<file path="src/rtl/rand_server.sv">
// rand_server: shared 12-bit LFSR draw service, req/ack handshake, mask-and-reject bounded sampling.
// Define RAND_SERVER_RR_EN for round-robin arbitration; otherwise fixed priority, lowest index wins.
module rand_server #(
    parameter int          NREQ    = 4,
    parameter logic [11:0] SEED    = 12'h001,
    parameter int          MAX_TRY = 8
) (
    input  logic               clk,
    input  logic               rst_n,
    input  logic [NREQ-1:0]    req,
    input  logic [12*NREQ-1:0] lim,
    output logic [NREQ-1:0]    ack,
    output logic [11:0]        rnd,
    output logic               busy
);
    localparam int IW = $clog2(NREQ);
    typedef enum logic [1:0] {IDLE, DRAW, RESP} state_t;
    state_t          state_q;
    logic [11:0]     lfsr_q, lfsr_d, lfsr_t;
    logic [IW-1:0]   idx_q, win;
    logic [12:0]     lim_q, lim_d;
    logic [11:0]     mask_q, mask_d, lim_m1, lim_sel, cand, res_q, rnd_q;
    logic [3:0]      tries_q;
    logic [NREQ-1:0] ack_q;
    logic            hit, last;
`ifdef RAND_SERVER_RR_EN
    logic [IW-1:0]   ptr_q;
`endif
    always_comb begin
        lfsr_t = {lfsr_q[6] ^ lfsr_q[4] ^ lfsr_q[1] ^ lfsr_q[0], lfsr_q[11:1]};
        lfsr_d = (lfsr_q == 12'h000) ? 12'hfff : (lfsr_t == 12'hfff) ? 12'h000 : lfsr_t;
    end
`ifdef RAND_SERVER_RR_EN
    // first set request at or after the pointer, wrapping
    always_comb begin
        int c;
        logic found;
        c = 0;
        found = 1'b0;
        win = '0;
        for (int j = 0; j < NREQ; j++) begin
            c = (int'(ptr_q) + j) % NREQ;
            if (!found && req[c]) begin
                found = 1'b1;
                win = IW'(c);
            end
        end
    end
`else
    always_comb begin
        win = '0;
        for (int j = NREQ - 1; j >= 0; j--)
            if (req[j]) win = IW'(j);
    end
`endif
    // bound 0 stands for 4096; mask is L-1 with every bit below its MSB filled
    always_comb begin
        lim_sel = '0;
        for (int i = 0; i < NREQ; i++)
            if (win == IW'(i)) lim_sel = lim[12*i +: 12];
        lim_d = (lim_sel == 12'h000) ? 13'h1000 : {1'b0, lim_sel};
        lim_m1 = 12'(lim_d - 13'd1);
        mask_d = lim_m1 | (lim_m1 >> 1);
        mask_d = mask_d | (mask_d >> 2);
        mask_d = mask_d | (mask_d >> 4);
        mask_d = mask_d | (mask_d >> 8);
    end
    assign cand = lfsr_q & mask_q;
    assign hit  = {1'b0, cand} < lim_q;
    assign last = tries_q == 4'(MAX_TRY - 1);
    always_ff @(posedge clk) begin
        if (!rst_n) begin
            state_q <= IDLE;
            lfsr_q  <= SEED;
            idx_q   <= '0;
            lim_q   <= '0;
            mask_q  <= '0;
            tries_q <= '0;
            res_q   <= '0;
            rnd_q   <= '0;
            ack_q   <= '0;
`ifdef RAND_SERVER_RR_EN
            ptr_q   <= '0;
`endif
        end else begin
            lfsr_q <= lfsr_d;
            ack_q  <= '0;
            case (state_q)
                IDLE: if (|req) begin
                    idx_q   <= win;
                    lim_q   <= lim_d;
                    mask_q  <= mask_d;
                    tries_q <= '0;
                    state_q <= DRAW;
                end
                DRAW: if (hit || last) begin
                    res_q   <= hit ? cand : cand - lim_q[11:0];
                    state_q <= RESP;
                end else begin
                    tries_q <= tries_q + 4'd1;
                end
                RESP: begin
                    ack_q   <= NREQ'(1) << idx_q;
                    rnd_q   <= res_q;
`ifdef RAND_SERVER_RR_EN
                    ptr_q   <= (idx_q == IW'(NREQ - 1)) ? '0 : idx_q + 1'b1;
`endif
                    state_q <= IDLE;
                end
                default: state_q <= IDLE;
            endcase
        end
    end
    assign ack  = ack_q;
    assign rnd  = rnd_q;
    assign busy = state_q != IDLE;
endmodule

</file>
<file path="config.mk">
export PLATFORM = sky130hd
export DESIGN_NAME = rand_server
export DESIGN_NICKNAME = d
export VERILOG_FILES = /design/src/rtl/rand_server.sv
export SDC_FILE = /design/constraint.sdc
export NUM_CORES = 1
export LEC_CHECK = 0
export BUFFER_PORTS_ARGS = -buffer_cell sky130_fd_sc_hd__buf_2
export CAP_MARGIN = 20
export CORE_MARGIN = 5
export CORE_UTILIZATION = 62
export DETAILED_ROUTE_END_ITERATION = 8
export GPL_TIMING_DRIVEN = 0
export PLACE_DENSITY = 0.86
export SLEW_MARGIN = 15
export SYNTH_ARGS = -nofsm -noshare
export SYNTH_HDL_FRONTEND = slang
export SYNTH_SLANG_ARGS = --single-unit
</file>
<file path="constraint.sdc">
create_clock -name clk -period 10.6 [get_ports clk]
set_clock_uncertainty 0.2 [all_clocks]
set_input_delay 1.06 -clock clk [delete_from_list [all_inputs] [get_ports clk]]
set_output_delay 1.06 -clock clk [all_outputs]
set_load 0.03 [all_outputs]
</file>
==> results of run 1 <==
## cells by family (layout without fill, tap and decap cells)
logic type,Yosys count,after routing,synth area share (%)
AO/OA/AOI/OAI,162,162,26.2
XOR/XNOR,20,20,4.37
adder cells (fa/ha/maj),16,16,4.67
buffers and inverters,59,144,5.80
flip-flops,73,73,32.9
multiplexers,1,1,0.253
AND/OR/NAND/NOR,219,219,25.9
## placed cells by master (no fill, tap or decap), types with 5 or more instances in the layout
cell and n:
o21ai_0 16, xor2_1 9, nor2b_1 15, o21a_1 10, nor4_1 8, nand2b_1 7
dfxtp_1 73, nor3_1 8, ha_1 15, nor2_1 55, or2_2 5, and2_1 13
a21o_1 5, a31oi_1 15, buf_2 72, a211oi_1 12, o221a_2 12, clkbuf_8 10
nand2_1 58, and3b_1 6, nand4_1 6, clkbuf_1 21, a21oi_1 48, inv_1 29
nand3_1 15, xnor2_1 10
## how the worst max path moves through the flow
stage	from	endpoint	slack (ps)	cells after the start
CTS	req[3]	mask_q[0]	6270	13
detailed placement	req[3]	mask_q[0]	5900	13
global route	req[3]	mask_q[0]	6090	13
finish	req[3]	mask_q[0]	6200	13
floorplan	req[3]	mask_q[0]	6470	12
global placement	req[3]	mask_q[0]	5960	13
## power breakdown
| part | total [uW] | internal (uW) | leakage, uW | switching, uW |
|---|---|---|---|---|
| registers | 396 | 339 | 0.000600 | 57.3 |
| clock network | 192 | 89.5 | 0.0000919 | 103 |
| logic | 489 | 193 | 0.00144 | 296 |
## stage by stage
stage | cell area [um2] | instances | power [uW] | worst slack [ps] | util [%]
final | 5080 | 731 | 1080 | 6200 | 74.0
after global routing | 5080 | 731 | 1150 | 6090 | 74.0
after CTS | 5080 | 731 | 1060 | 6270 | 74.0
after detailed placement | 4910 | 716 | 872 | 5900 | 71.5
after global placement | 4910 | 716 | 848 | 5960 | 71.5
after floorplan | 4440 | 550 | 743 | 6470 | -
## flip-flops by register name (all words and copies together) (netlist names)
signal / cells
ack: 4
idx_q: 2
lfsr_q: 12
lim_q: 13
mask_q: 12
res_q: 12
rnd: 12
state_q: 2
tries_q: 4
## routing by layer
layer / vias up / GRT usage [%] / share of wire [%]
met1: 2102 / 34.0 / 40
met2: 254 / 50.4 / 48
met4: 0 / 15.5 / 3.9
met3: 55 / 5.98 / 8.0
met5: - / 0 / 0
li1: 2155 / - / -
## worst max-delay path: cells and delay by family
| family | cells | cell delay, ps |
|---|---|---|
| AO/OA/AOI/OAI | 4 | 1320 |
| XOR/XNOR | 1 | 260 |
| buffers and inverters | 3 | 400 |
| adder cells (fa/ha/maj) | 1 | 250 |
| AND/OR/NAND/NOR | 4 | 1150 |
## final cells by class
cell class | count | share of cell area (%)
Inverter | 29 | 2.14
Timing Repair Buffer | 70 | 6.89
Tap cell | 96 | 2.36
Sequential cell | 73 | 28.7
Buffer | 30 | 2.93
Clock inverter | 5 | 0.640
Clock buffer | 10 | 2.71
Multi-Input combinational cell | 418 | 53.6
==> metrics.csv, run 1 <==
metric,value,unit
status,"complete, no violations",
numPortBuffers,70,
synth_edf_count,0,
synth_area_leaders,"dfxtp_1 (33%), a21oi_1 (5.4%), nand2_1 (4.9%)",
drt.antenna.violating_nets,0,
drive_above_1_share,19.7,%
diodes,0,
grt_max_degree,13,
whs_path_depth,2,
dr.pass1.iters,5,
ys_ff_latch,73,
slew_headroom,50.5,%
chipWidth,94.7,um
power_density,212,mW/mm2
ys_async_sr_fraction,0,%
post_cts_buffers,0,
cts_buffer_depth,2,
syn_inst,550,
wl_per_cell,17.1,um
fillCellCount,549,
synth_top_area_cell,dfxtp_1,
regArea,0.00146,mm2
gr-total-overflow,0,
vias,4566,
r2r_cells,13,
startpoint_type,input pin,
hold_viol,0,
holdPathEnd,rnd[2],
cts-buffers-inserted,9,
r2r-end,res_q[10],
place.gp.congestion,0.938,
timing.setup.tns,0,ps
synth_nets,620,
cts_root_buf,clkbuf_8,
tritoncts,done,
hp-class,reg2reg,
cp_slowest_cell,nor3_1,
hold_ws,253,ps
leakage,0.00214,uW
max-vdd-ir-drop,0.137,mV
synth_common_cells,"dfxtp_1 (73), nand2_1 (58), nor2_1 (55)",
finalCriticalPeriod,4400,ps
hold_buffers,0,
postCtsResizedCells,0,
cp-end-kind,register,
clkLatencyLatePin,350,ps
fmax,227,MHz
max_slew.worst_pin.slew,742,ps
multiInputGateArea,0.00272,mm2
synthFlopType,dfxtp_1,
arrival,4440,ps
die-area,0.00896,mm2
r2r_slack,6880,ps
syn-cell-area,0.00444,mm2
synth_cell_types,72,
min_period_over_period,41.6,%
grt_pass1_wl,20.8,mm
num_io_pins,71,
avgViaCountPerCell,6.25,
min-delay-start,rnd[2],
cap_violations,0,
clock-sinks,73,
yosysMostFrequentCell,dfxtp_1,
critPathKind,in2reg,
crit_fanout,10,
worstPathRequired,10640,ps
ys_seq_area_share,32.9,%
area_delta_synth_final,14.4,%
path_common_cell,buf_2,
rsz0062_at_grt,no,
syn_avg_cell_area,8.08,um2
htree_levels,3,
critical-path-max-stage-delay,490,ps
core,0.00687,mm2
start_util,64.7,%
first_global_vias,4532,
nets,701,
ys_warn_count,0,
r2r_start,lfsr_q[1],
path_clk_slew,80,ps
finalMaxSlewViolations,0,
drt_iter0_markers,320,
drc,0,
gr-usage-all-layers,29.3,%
wirelength,12.5,mm
synth_top_area_share,32.9,%
antenna_found_initial,0,
cp_cell_sequence,buf_2 > buf_2 > or2_2 > o21a_1 > o221ai_1 > ha_1 > inv_1 > nor3_1 > nand4_1 > xnor2_1 > o211a_4 > nand4_4 > o41a_1,
finalSetupViolations,0,
row_count,30,
die_y,94.7,um
dp_hpwl,9.80,mm
No activity file was read; power rests on OpenSTA's default activity.
==> run 2, diff against run 1 <==
--- a/config.mk
+++ b/config.mk
@@ -5,13 +5,14 @@
 export SDC_FILE = /design/constraint.sdc
 export NUM_CORES = 1
 export LEC_CHECK = 0
+export ABC_AREA = 1
 export BUFFER_PORTS_ARGS = -buffer_cell sky130_fd_sc_hd__buf_2
 export CAP_MARGIN = 20
 export CORE_MARGIN = 5
-export CORE_UTILIZATION = 62
+export CORE_UTILIZATION = 51
 export DETAILED_ROUTE_END_ITERATION = 8
 export GPL_TIMING_DRIVEN = 0
-export PLACE_DENSITY = 0.86
+export PLACE_DENSITY = 0.76
 export SLEW_MARGIN = 15
 export SYNTH_ARGS = -nofsm -noshare
 export SYNTH_HDL_FRONTEND = slang
==> constraint.sdc (replaced) <==
create_clock -name clk -period 3.7 [get_ports clk]
set_clock_uncertainty 0.2 [all_clocks]
set_input_delay 0.37 -clock clk [delete_from_list [all_inputs] [get_ports clk]]
set_output_delay 0.37 -clock clk [all_outputs]
set_load 0.03 [all_outputs]
==> metrics.csv, run 2 <==
metric,value,unit,change
fmax,301,MHz,
grt_pass1_wl,18.3,mm,-12%
synth_simple_gate_area_share,34.4,%,+8.6 points
first_global_vias,4048,,-11%
status,"complete, no violations",,
htree_levels,3,,unchanged
clock-sinks,73,,unchanged
yosysMostFrequentCell,nand2_1,,
synthFlopType,dfxtp_1,,
pwr-share-comb,47.4,%,+2.0 points
placed_area,0.00474,mm2,-3.6%
die-area,0.0103,mm2,+15%
die_y,101,um,+7.1%
path_clk_slew,80,ps,about the same
leakage,0.00244,uW,+14%
multiInputGateArea,0.00238,mm2,-13%
critPathKind,reg2reg,,
nets,778,,+11%
power_density,695,mW/mm2,+230%
startpoint_type,register,,
syn-cell-area,0.00426,mm2,-4.2%
start_util,52.1,%,-13 points
min_period_over_period,89.9,%,
cts_buffer_depth,2,,unchanged
mostFrequentLayoutCell,nand2_1,,
ys_seq_area_share,34.3,%,+1.4 points
intPower,1890,uW,+210%
wl_per_cell,13.4,um,-22%
synth_top_family_by_area,simple AND/OR/NAND/NOR gates,,
seqPwrFrac,33.8,%,-2.9 points
synth_compound_area_share,13.1,%,-13 points
drive_above_1_share,18.0,%,-1.7 points
crit_family,compound AO/OA/AOI/OAI gates,,
cts-buffers-inserted,9,,unchanged
worstPathRequired,3780,ps,-6860 ps
ys_ff_latch,73,,unchanged
cp-end-kind,register,,
final_area,0.00494,mm2,-2.7%
dp_hpwl,8.84,mm,-9.8%
wirelength,10.9,mm,-13%
regMostFlops,lim_q,,
clkLatencyLatePin,360,ps,about the same
avgViaCountPerCell,5.09,,-18%
row_count,33,,+10%
gr-total-overflow,0,,unchanged
synth_cell_types,41,,-43%
diodes,0,,unchanged
vias,4167,,-8.7%
ys_warn_count,0,,unchanged
fillCellCount,764,,+39%
arrival,3400,ps,-1040 ps
dp_worst_setup_slack,65.0,ps,-5830 ps
setup_slack,375,ps,-5820 ps
tritoncts,done,,
hold_viol,0,,unchanged
ys_async_sr_fraction,0,%,unchanged
rsz0062_at_grt,no,,
cp_num_buf_inv,1,,-2
switching_share,44.9,%,+2.6 points
timing.setup.tns,0,ps,unchanged
chipWidth,101,um,+7.1%
synthMuxAreaShare,0,%,-0.25 points
most-common-layout-cells,"nand2_1 (145), inv_1 (82), dfxtp_1 (73), buf_2 (72), nor2_1 (59)",,
dr.pass1.iters,5,,unchanged
max-vdd-ir-drop,0.233,mV,+71%
place.gp.congestion,0.906,,-3.4%
synth_top_area_cell,dfxtp_1,,
synthAdderAreaFrac,4.88,%,+0.20 points
largest_reg_flops,13,,unchanged
area_delta_synth_final,16.2,%,
drc,0,,unchanged
grt_max_degree,15,,+2
core,0.00818,mm2,+19%
clkPwrFrac,18.8,%,+0.9 points
postLayoutCoreUtil,60.5,%,-14 points
drt.antenna.violating_nets,0,,unchanged
max_slew.worst_pin.slew,614,ps,-128 ps
crit_fanout,8,,-2
synth_top_area_share,34.3,%,+1.4 points
gr-usage-all-layers,22.3,%,-7.0 points
slew_headroom,58.6,%,+8.1 points
critical-path-max-stage-delay,340,ps,-150 ps
syn_inst,627,,+14%
synth-xor-area-share,3.29,%,-1.1 points
finalMaxSlewViolations,0,,unchanged
total_power,3440,uW,+220%
path_common_cell,nand2_1,,
synth_area_leaders,"dfxtp_1 (34%), nand2_1 (13%), inv_1 (7.2%)",,
cp_cell_sequence,nand2_1 > inv_1 > ha_1 > a21o_1 > a31oi_1 > o21ai_1 > nand2_1 > nand2_1 > a21oi_1 > o21ai_1 > nand2_1 > a21oi_1 > a21oi_2 > nand2_1 > o21ai_0,,
finalSetupViolations,0,,unchanged
antenna_found_initial,0,,unchanged
cp_slowest_cell,dfxtp_1,,
synth_nets,697,,+12%
syn_avg_cell_area,6.79,um2,-16%
p_switching,1540,uW,+240%
hp-class,in2reg,,
cts_root_buf,clkbuf_8,,
num_io_pins,71,,unchanged
finalCriticalPeriod,3320,ps,
cap_violations,0,,unchanged
drt_iter0_markers,211,,-34%
synth_common_cells,"nand2_1 (145), inv_1 (82), dfxtp_1 (73)",,
numPortBuffers,70,,unchanged
regArea,0.00146,mm2,unchanged
synth_edf_count,0,,unchanged
post_cts_buffers,0,,unchanged
[run 2: cell types whose count changed after synthesis, sizes merged, moves of 11 or more]
| cell | change |
|---|---|
| nand3 | +41 |
| nor2b | -17 |
| a21oi | -14 |
| inv | +57 |
| nand2 | +97 |
| a211oi | -11 |
| nor2 | +12 |
| a31oi | -12 |
| o221a | -12 |
| o21ai | +28 |
| o22ai | +11 |
| and2 | -15 |
[run 2: worst min-delay path, delay by kind of cell]
kind / cells / cell delay [ps]
and+or+nand+nor: 3 / 210
AOI/OAI and AO/OA: 1 / 100
buffers and inverters: 1 / 70
[run 2: area by class of cell]
cell class / count / share of cell area, %
repair buffers: 70 / 7.09
well taps: 105 / 2.66
plain buffers: 20 / 1.87
inverters: 88 / 6.68
clock inverters: 7 / 1.59
multi-input cells: 446 / 48.1
flip-flops and latches: 73 / 29.6
clock buffers: 9 / 2.51
[run 2: final timing paths]
check                                from        end  slack (ps)  cells after the start
worst max register to register  lfsr_q[2]   res_q[3]         380                     15
worst min-delay path              lim[35]  lim_q[11]         230                      5
worst max-delay path            lfsr_q[2]   res_q[3]         380                     15
worst min register to register   idx_q[0]     ack[2]         260                      1
[run 2: power by group through the flow]
stage / Combinational [uW] / Sequential (uW) / Clock (uW)
3_3_place_gp: 1560 / 1170 / 0
5_1_grt: 1850 / 1190 / 685
2_1_floorplan: 1160 / 1210 / 0
4_1_cts: 1620 / 1160 / 652
3_5_place_dp: 1600 / 1180 / 0
6_report: 1630 / 1160 / 645
[run 2: layer usage]
metal  vias up  global-route usage, %  routed length (um)
met2       109                   38.2                5350
met4         0                   9.61                 209
met1      1846                   27.5                4730
met3        20                   3.79                 655
met5         -                      0                   0
li1       2192                      -                   -
[run 2: timing repair]
item                                    CTS  global route
hold buffers                              0             0
endpoints found under the setup margin    0             7
resized for setup                         0             1
[run 2: stage by stage]
step	hold slack, ps	instances
after floorplan	213	627
after global placement	229	802
after detailed placement	247	802
after CTS	227	818
after global routing	275	818
final	229	818
[run 2: kinds of logic (layout without fill, tap and decap cells)]
kind of cell,after synthesis,count (layout)
buffers and inverters,108,194
adder cells (fa/ha/maj),16,16
XOR/XNOR,16,16
AO/OA/AOI/OAI,102,102
flip-flops,73,73
AND/OR/NAND/NOR,312,312
